### src/rtl/async_event_sync.sv
// Multi-channel asynchronous level synchroniser with glitch filter, edge-event
// strobe, and per-channel pending / sticky overflow status.
module async_event_sync #(
    parameter int CHANNELS      = 4,
    parameter int SYNC_STAGES   = 3,
    parameter int FILTER_CYCLES = 4,
    parameter int EDGE_MODE     = 2
) (
    input  logic                clk,
    input  logic                rst_n,
    input  logic [CHANNELS-1:0] async_in,
    input  logic [CHANNELS-1:0] ack,
    input  logic                clr_overflow,
    output logic [CHANNELS-1:0] level_out,
    output logic [CHANNELS-1:0] pulse_out,
    output logic [CHANNELS-1:0] pending,
    output logic [CHANNELS-1:0] overflow
);
    localparam int               CNT_W    = $clog2(FILTER_CYCLES + 1);
    localparam logic [CNT_W-1:0] CNT_LAST = CNT_W'(FILTER_CYCLES - 1);

    logic [CHANNELS-1:0] sync_ff [SYNC_STAGES];
    logic [CHANNELS-1:0] sync_q;
    logic [CNT_W-1:0]    cnt_q   [CHANNELS];
    logic [CNT_W-1:0]    cnt_d   [CHANNELS];
    logic [CHANNELS-1:0] level_d;
    logic [CHANNELS-1:0] changed;
    logic [CHANNELS-1:0] event_d;
    logic [CHANNELS-1:0] pending_d;
    logic [CHANNELS-1:0] overflow_d;

    assign sync_q = sync_ff[SYNC_STAGES-1];

    // NOTE: the synchroniser chain is reset like any other state so that a
    // reset mid-transition cannot leak a stale level into the filter.
    always_ff @(posedge clk or negedge rst_n) begin
        if (!rst_n) begin
            for (int i = 0; i < SYNC_STAGES; i++) sync_ff[i] <= '0;
        end else begin
            sync_ff[0] <= async_in;
            for (int i = 1; i < SYNC_STAGES; i++) sync_ff[i] <= sync_ff[i-1];
        end
    end

    // NOTE: every output of this block is given a default first, so no path
    // leaves a variable unassigned and no latch is inferred.
    always_comb begin
        level_d = level_out;
        for (int c = 0; c < CHANNELS; c++) begin
            cnt_d[c] = '0;
            if (sync_q[c] != level_out[c]) begin
                if (cnt_q[c] == CNT_LAST) level_d[c] = sync_q[c];
                else                      cnt_d[c]   = cnt_q[c] + 1'b1;
            end
        end
    end

    assign changed = level_d ^ level_out;

    always_comb begin
        event_d = '0;
        case (EDGE_MODE)
            0:       event_d = changed & level_d;
            1:       event_d = changed & ~level_d;
            default: event_d = changed;
        endcase
    end

    // A new event dominates both ack (pending) and clr_overflow (overflow).
    assign pending_d  = event_d | (pending & ~ack);
    assign overflow_d = (event_d & pending & ~ack)
                      | (overflow & ~{CHANNELS{clr_overflow}});

    always_ff @(posedge clk or negedge rst_n) begin
        if (!rst_n) begin
            for (int c = 0; c < CHANNELS; c++) cnt_q[c] <= '0;
            level_out <= '0;
            pulse_out <= '0;
            pending   <= '0;
            overflow  <= '0;
        end else begin
            for (int c = 0; c < CHANNELS; c++) cnt_q[c] <= cnt_d[c];
            level_out <= level_d;
            pulse_out <= event_d;
            pending   <= pending_d;
            overflow  <= overflow_d;
        end
    end

endmodule

### config.mk
export PLATFORM = sky130hd
export DESIGN_NAME = async_event_sync
export DESIGN_NICKNAME = d
export VERILOG_FILES = /design/src/rtl/async_event_sync.sv
export SDC_FILE = /design/constraint.sdc
export NUM_CORES = 1
export LEC_CHECK = 0
export ABC_AREA = 1
export CAP_MARGIN = 20
export CORE_AREA = 2 2 57 65
export CTS_BUF_LIST = sky130_fd_sc_hd__clkbuf_8
export CTS_CLUSTER_DIAMETER = 80
export DETAILED_ROUTE_END_ITERATION = 10
export DIE_AREA = 0 0 59 67
export HOLD_SLACK_MARGIN = 0.08
export PLACE_DENSITY = 0.71
export SYNTH_ARGS = -nofsm -noshare
export SYNTH_HDL_FRONTEND = slang
export SYNTH_SLANG_ARGS = --single-unit
### constraint.sdc
create_clock -name clk -period 1.3 [get_ports clk]
set_input_delay 0.39 -clock clk [delete_from_list [all_inputs] [get_ports clk]]
set_output_delay 0.39 -clock clk [all_outputs]
set_load 0.02 [all_outputs]
## Word-level counts from Yosys, hierarchy flattened

Index checks and enable logic that the tools add are counted.

- Register bits after elaboration: 40
- Bits of input ports: 11
- Output and inout port bits: 16
- Word-level logic and storage cells: 48

- Add/sub/neg operators: 4
- Equal/unequal tests: 8
- Multiplexer cells: 16
- Bitwise gates (word level): 9

Operators by type and width:

| kind | number |
|---|---|
| 2-to-1 mux 3 bit | 8 |
| AND 4 bit | 4 |
| adder 3 x 1 -> 3 bit, second input constant | 4 |
| == test 3 x 2 -> 1 bit, second input constant | 4 |
| 2-to-1 mux 1 bit | 8 |
| NOT 4 bit | 2 |
| OR 4 bit | 2 |
| inequality test 1 bit | 4 |
| XOR 4 bit | 1 |

## Logic depth before layout (Yosys ltp)

- Word-level depth: 7
- Mapped depth: 6
- Gate-level depth less buffers: 6

## Worst setup path before layout

Ideal clock, no wire load.

- Path type: flip-flop to flip-flop
- Start: reg cnt_q[9] in the netlist's numbering
- End: reg pending[0]
- Library setup time: 0.119 ns
- Data arrival time: 0.817 ns
- Required time: 1.181 ns
- Path slack: 0.365 ns
- Stages on the path, launching flop included: 6
- Path buffers: 0
- Period minus slack after synthesis: 0.935 ns
- Cell sequence: dfrtp_1 > ha_1 > inv_1 > nor2_4 > nand2_1 > o21ai_2

- Longest elaborated chain between the ends: 5

Ends and longest elaborated chain:

| element | RTL line | source |
|---|---|---|
| start, declared | 24 | `logic [CNT_W-1:0] cnt_q [CHANNELS];` |
| == test 3 x 2 -> 1 bit | 52 | `if (cnt_q[c] == CNT_LAST) level_d[c] = sync_q[c];` |
| 2-to-1 mux 1 bit | 52 |  |
| 2-to-1 mux 1 bit | 51 | `if (sync_q[c] != level_out[c]) begin` |
| XOR 4 bit | 58 | `assign changed = level_d ^ level_out;` |
| OR 4 bit | 70 | `assign pending_d = event_d \| (pending & ~ack);` |
| net pending_d[0] | 29 | `logic [CHANNELS-1:0] pending_d;` |
| end signal, assigned | 85 | `pending <= pending_d;` |
| end, declared | 16 | `output logic [CHANNELS-1:0] pending,` |

The timed path passes the listed nets, and every way through them passes these cells.

## Worst setup path after layout

- Start: reg level_out[3]
- End: out level_out[3]

RTL lines:

| element | RTL line | source |
|---|---|---|
| start, declared | 14 | `output logic [CHANNELS-1:0] level_out,` |
| start signal, assigned | 83 | `level_out <= level_d;` |

No word-level cell between the ends.

==> impl_metrics.py <==
metrics = {
    "grt": {
        "gr-total-overflow": 0,
        "antenna_found_initial": 0,
        "grt_pass1_vias": 983,
        "grt_pass1_wl_um": 4188,
        "grt_max_degree": 27,
        "track_usage_pct": 14.94,
    },
    "worst_setup_path": {
        "critical_path.top_delay_family": "flip-flops",
        "cp_cell_sequence": "buf_2",
        "worst_ep_arrival_time_ns": 0.86,
        "crit_path_max_incr_delay_ns": 0.40,
        "critPathSlowestCell": "dfrtp_1",
        "start_kind": "register",
        "cp_max_fo": 3,
        "critPathKind": "reg2out",
        "endpoint_kind": "output port",
        "cp.buffers_inverters": 1,
        "cp.required_ns": 0.91,
    },
    "sta": {
        "maxSlewViolCount": 0,
        "timing.final.crit_share_pct": 95.91,
        "fin_worst_skew_ns": 0.004568,
        "fmax_mhz": 802.1,
        "hold_viol": 0,
        "rsz0062_at_grt": "false",
        "worstMarginPinSlew_ns": 0.3660,
        "setup_tns_ns": 0,
        "slew_headroom_pct": 75.60,
        "finalSetupViolations": 0,
        "min_period_ns": 1.247,
    },
    "die": {
        "die_h_um": 67,
        "die_area_mm2": 0.003953,
        "die_x_um": 59,
        "core_area_mm2": 0.003248,
        "io_pins": 27,
        "fp-row-count": 22,
        "initial_utilization_pct": 46.19,
    },
    "route": {
        "drtPass1Iterations": 3,
        "routed_wl_um": 2345,
        "first_iter_violations": 26,
        "drc": 0,
        "ant_nets": 0,
        "wl_per_cell_um": 10.71,
        "dr_total_vias": 978,
        "viasPerCell": 4.466,
    },
    "clock_network": {
        "cts_tree": "done",
        "path_clk_slew_ns": 0.07,
        "clockRootBuffer": "clkbuf_8",
        "insertion_delay_ns": 0.29,
        "cts.htree.levels": 2,
        "cts_setup_buffers": 0,
        "clk_path_buf_depth": 2,
        "cts.sinks": 40,
        "numCtsBuffers": 5,
    },
    "power_and_ir_drop": {
        "power_density_mw_per_mm2": 1753,
        "ir_worst_vdd_mv": 0.7631,
        "p_leak_nw": 1.028,
        "finalPower_mw": 3.252,
    },
    "finish": {
        "syn_to_final_growth_pct": 23.69,
        "drive_gt1_share_pct": 22.95,
        "design_area_mm2": 0.001856,
        "antenna_cells": 0,
        "finalNetCount": 197,
    },
    "placed_design": {
        "place.gp.congestion": 0.6580,
        "place_area_mm2": 0.001836,
        "port_buffers": 26,
        "hpwl_um": 1763,
    },
    "synthesis": {
        "synth_area_per_cell_um2": 10.35,
        "ys_seq_elements": 40,
        "synth-seq-area-share_pct": 66.72,
        "synth.distinct_cells": 11,
        "synth_area_mm2": 0.001500,
        "synth_nets": 160,
        "yosysWarnings": 0,
        "netlist_instances": 145,
    },
    "hold_path": {
        "hold_path_class": "reg2reg",
    },
    "job": {
        "cap_violations": 0,
    },
    "run_status": {
        "status": "finished clean",
    },
}
-- cell type report --
class / count / area, µm²
tap: 36 / 45.04
timing repair buffer: 30 / 220.2
fill: 297 / 1393
inverter: 29 / 108.9
multi-input combinational: 76 / 390.4
clock inverter: 2 / 7.507
sequential: 40 / 1001
clock buffer: 6 / 82.58
-- final timing paths --
kind / cells after the start / slack [ns] / from / endpoint
max: 1 / 0.05 / level_out[3] / level_out[3]
min: 0 / 0.35 / sync_ff[6] / sync_q[2]
max reg2reg: 6 / 0.29 / cnt_q[6] / cnt_q[7]
min reg2reg: 0 / 0.35 / sync_ff[6] / sync_q[2]
max in group asynchronous: 3 / 0.30 / rst_n / sync_q[3]
min in group asynchronous: 2 / 0.55 / rst_n / pending[0]
-- sequential cells by signal, summed over array words and instances (netlist names) --
signal,count
cnt_q,12
level_out,4
overflow,4
pending,4
pulse_out,4
sync_ff,8
sync_q,4
-- Yosys cell counts --
cell type | instances | share of area (%)
nor2_4 | 4 | 3.0
ha_1 | 4 | 3.3
nand2_2 | 4 | 1.7
dfrtp_1 | 40 | 67
inv_2 | 4 | 1.0
o21ai_2 | 4 | 2.3
o21ai_0 | 4 | 1.3
inv_1 | 25 | 6.3
nand3_1 | 4 | 1.3
nor2_1 | 16 | 4.0
nand2_1 | 36 | 9.0
-- power breakdown --
part / switching [mW] / total, mW / internal (mW)
combinational: 0.543 / 0.866 / 0.323
clock: 0.390 / 0.806 / 0.416
sequential: 0.110 / 1.58 / 1.47
total: 1.04 / 3.25 / 2.21
-- cell families (layout without fill, tap and decap cells) --
| group | count (synthesis) | count (layout) | synth area share (%) |
|---|---|---|---|
| adders and majority gates | 4 | 4 | 3.336 |
| buffers and inverters | 29 | 67 | 7.256 |
| and+or+nand+nor | 64 | 64 | 19.02 |
| DFF | 40 | 40 | 66.72 |
| AOI/OAI and AO/OA | 8 | 8 | 3.670 |
-- per-layer routing --
metal  vias to the layer above  track usage (%)  wire, µm
met1                       451            16.90       976
met2                        22            24.17      1185
met4                         0            6.818        34
met3                         5            6.408       148
met5                         -                0         0
li1                        500                -         -
-- cell usage in the layout (no fill, tap or decap), types with 4 or more instances in the layout --
| cell | instances |
|---|---|
| nor2_4 | 4 |
| dfrtp_1 | 40 |
| nand2_2 | 4 |
| inv_1 | 27 |
| ha_1 | 4 |
| inv_2 | 4 |
| clkbuf_8 | 6 |
| o21ai_2 | 4 |
| buf_2 | 17 |
| o21ai_0 | 4 |
| nand2_1 | 36 |
| clkdlybuf4s50_1 | 9 |
| nor2_1 | 16 |
| nand3_1 | 4 |
-- worst register-to-register path, delay by kind of cell, from the launching register on --
kind	cells	cell delay (ns)
adders and majority gates	1	0.20
buffers and inverters	2	0.16
DFF	1	0.39
and+or+nand+nor	3	0.18
-- what timing repair did --
| action | in CTS | in global routing |
|---|---|---|
| gates resized for setup | 64 | 0 |
| hold buffers | 1 | 0 |
| hold endpoints to repair | 14 | 0 |
| endpoints found under the setup margin | 16 | 0 |
-- stage by stage --
step           hold slack (ns)  utilization, %  cells  setup slack [ns]
3_3_place_gp            0.3126           56.51    210          -0.04096
4_1_cts                 0.3509           57.13    219           0.04087
2_1_floorplan          0.09441               -    145            0.3646
3_5_place_dp            0.3202           56.51    210          -0.05487
6_report                0.3470           57.13    219           0.05320
5_1_grt                 0.3632           57.13    219          0.007896
Power figures use the tool's default switching activity.
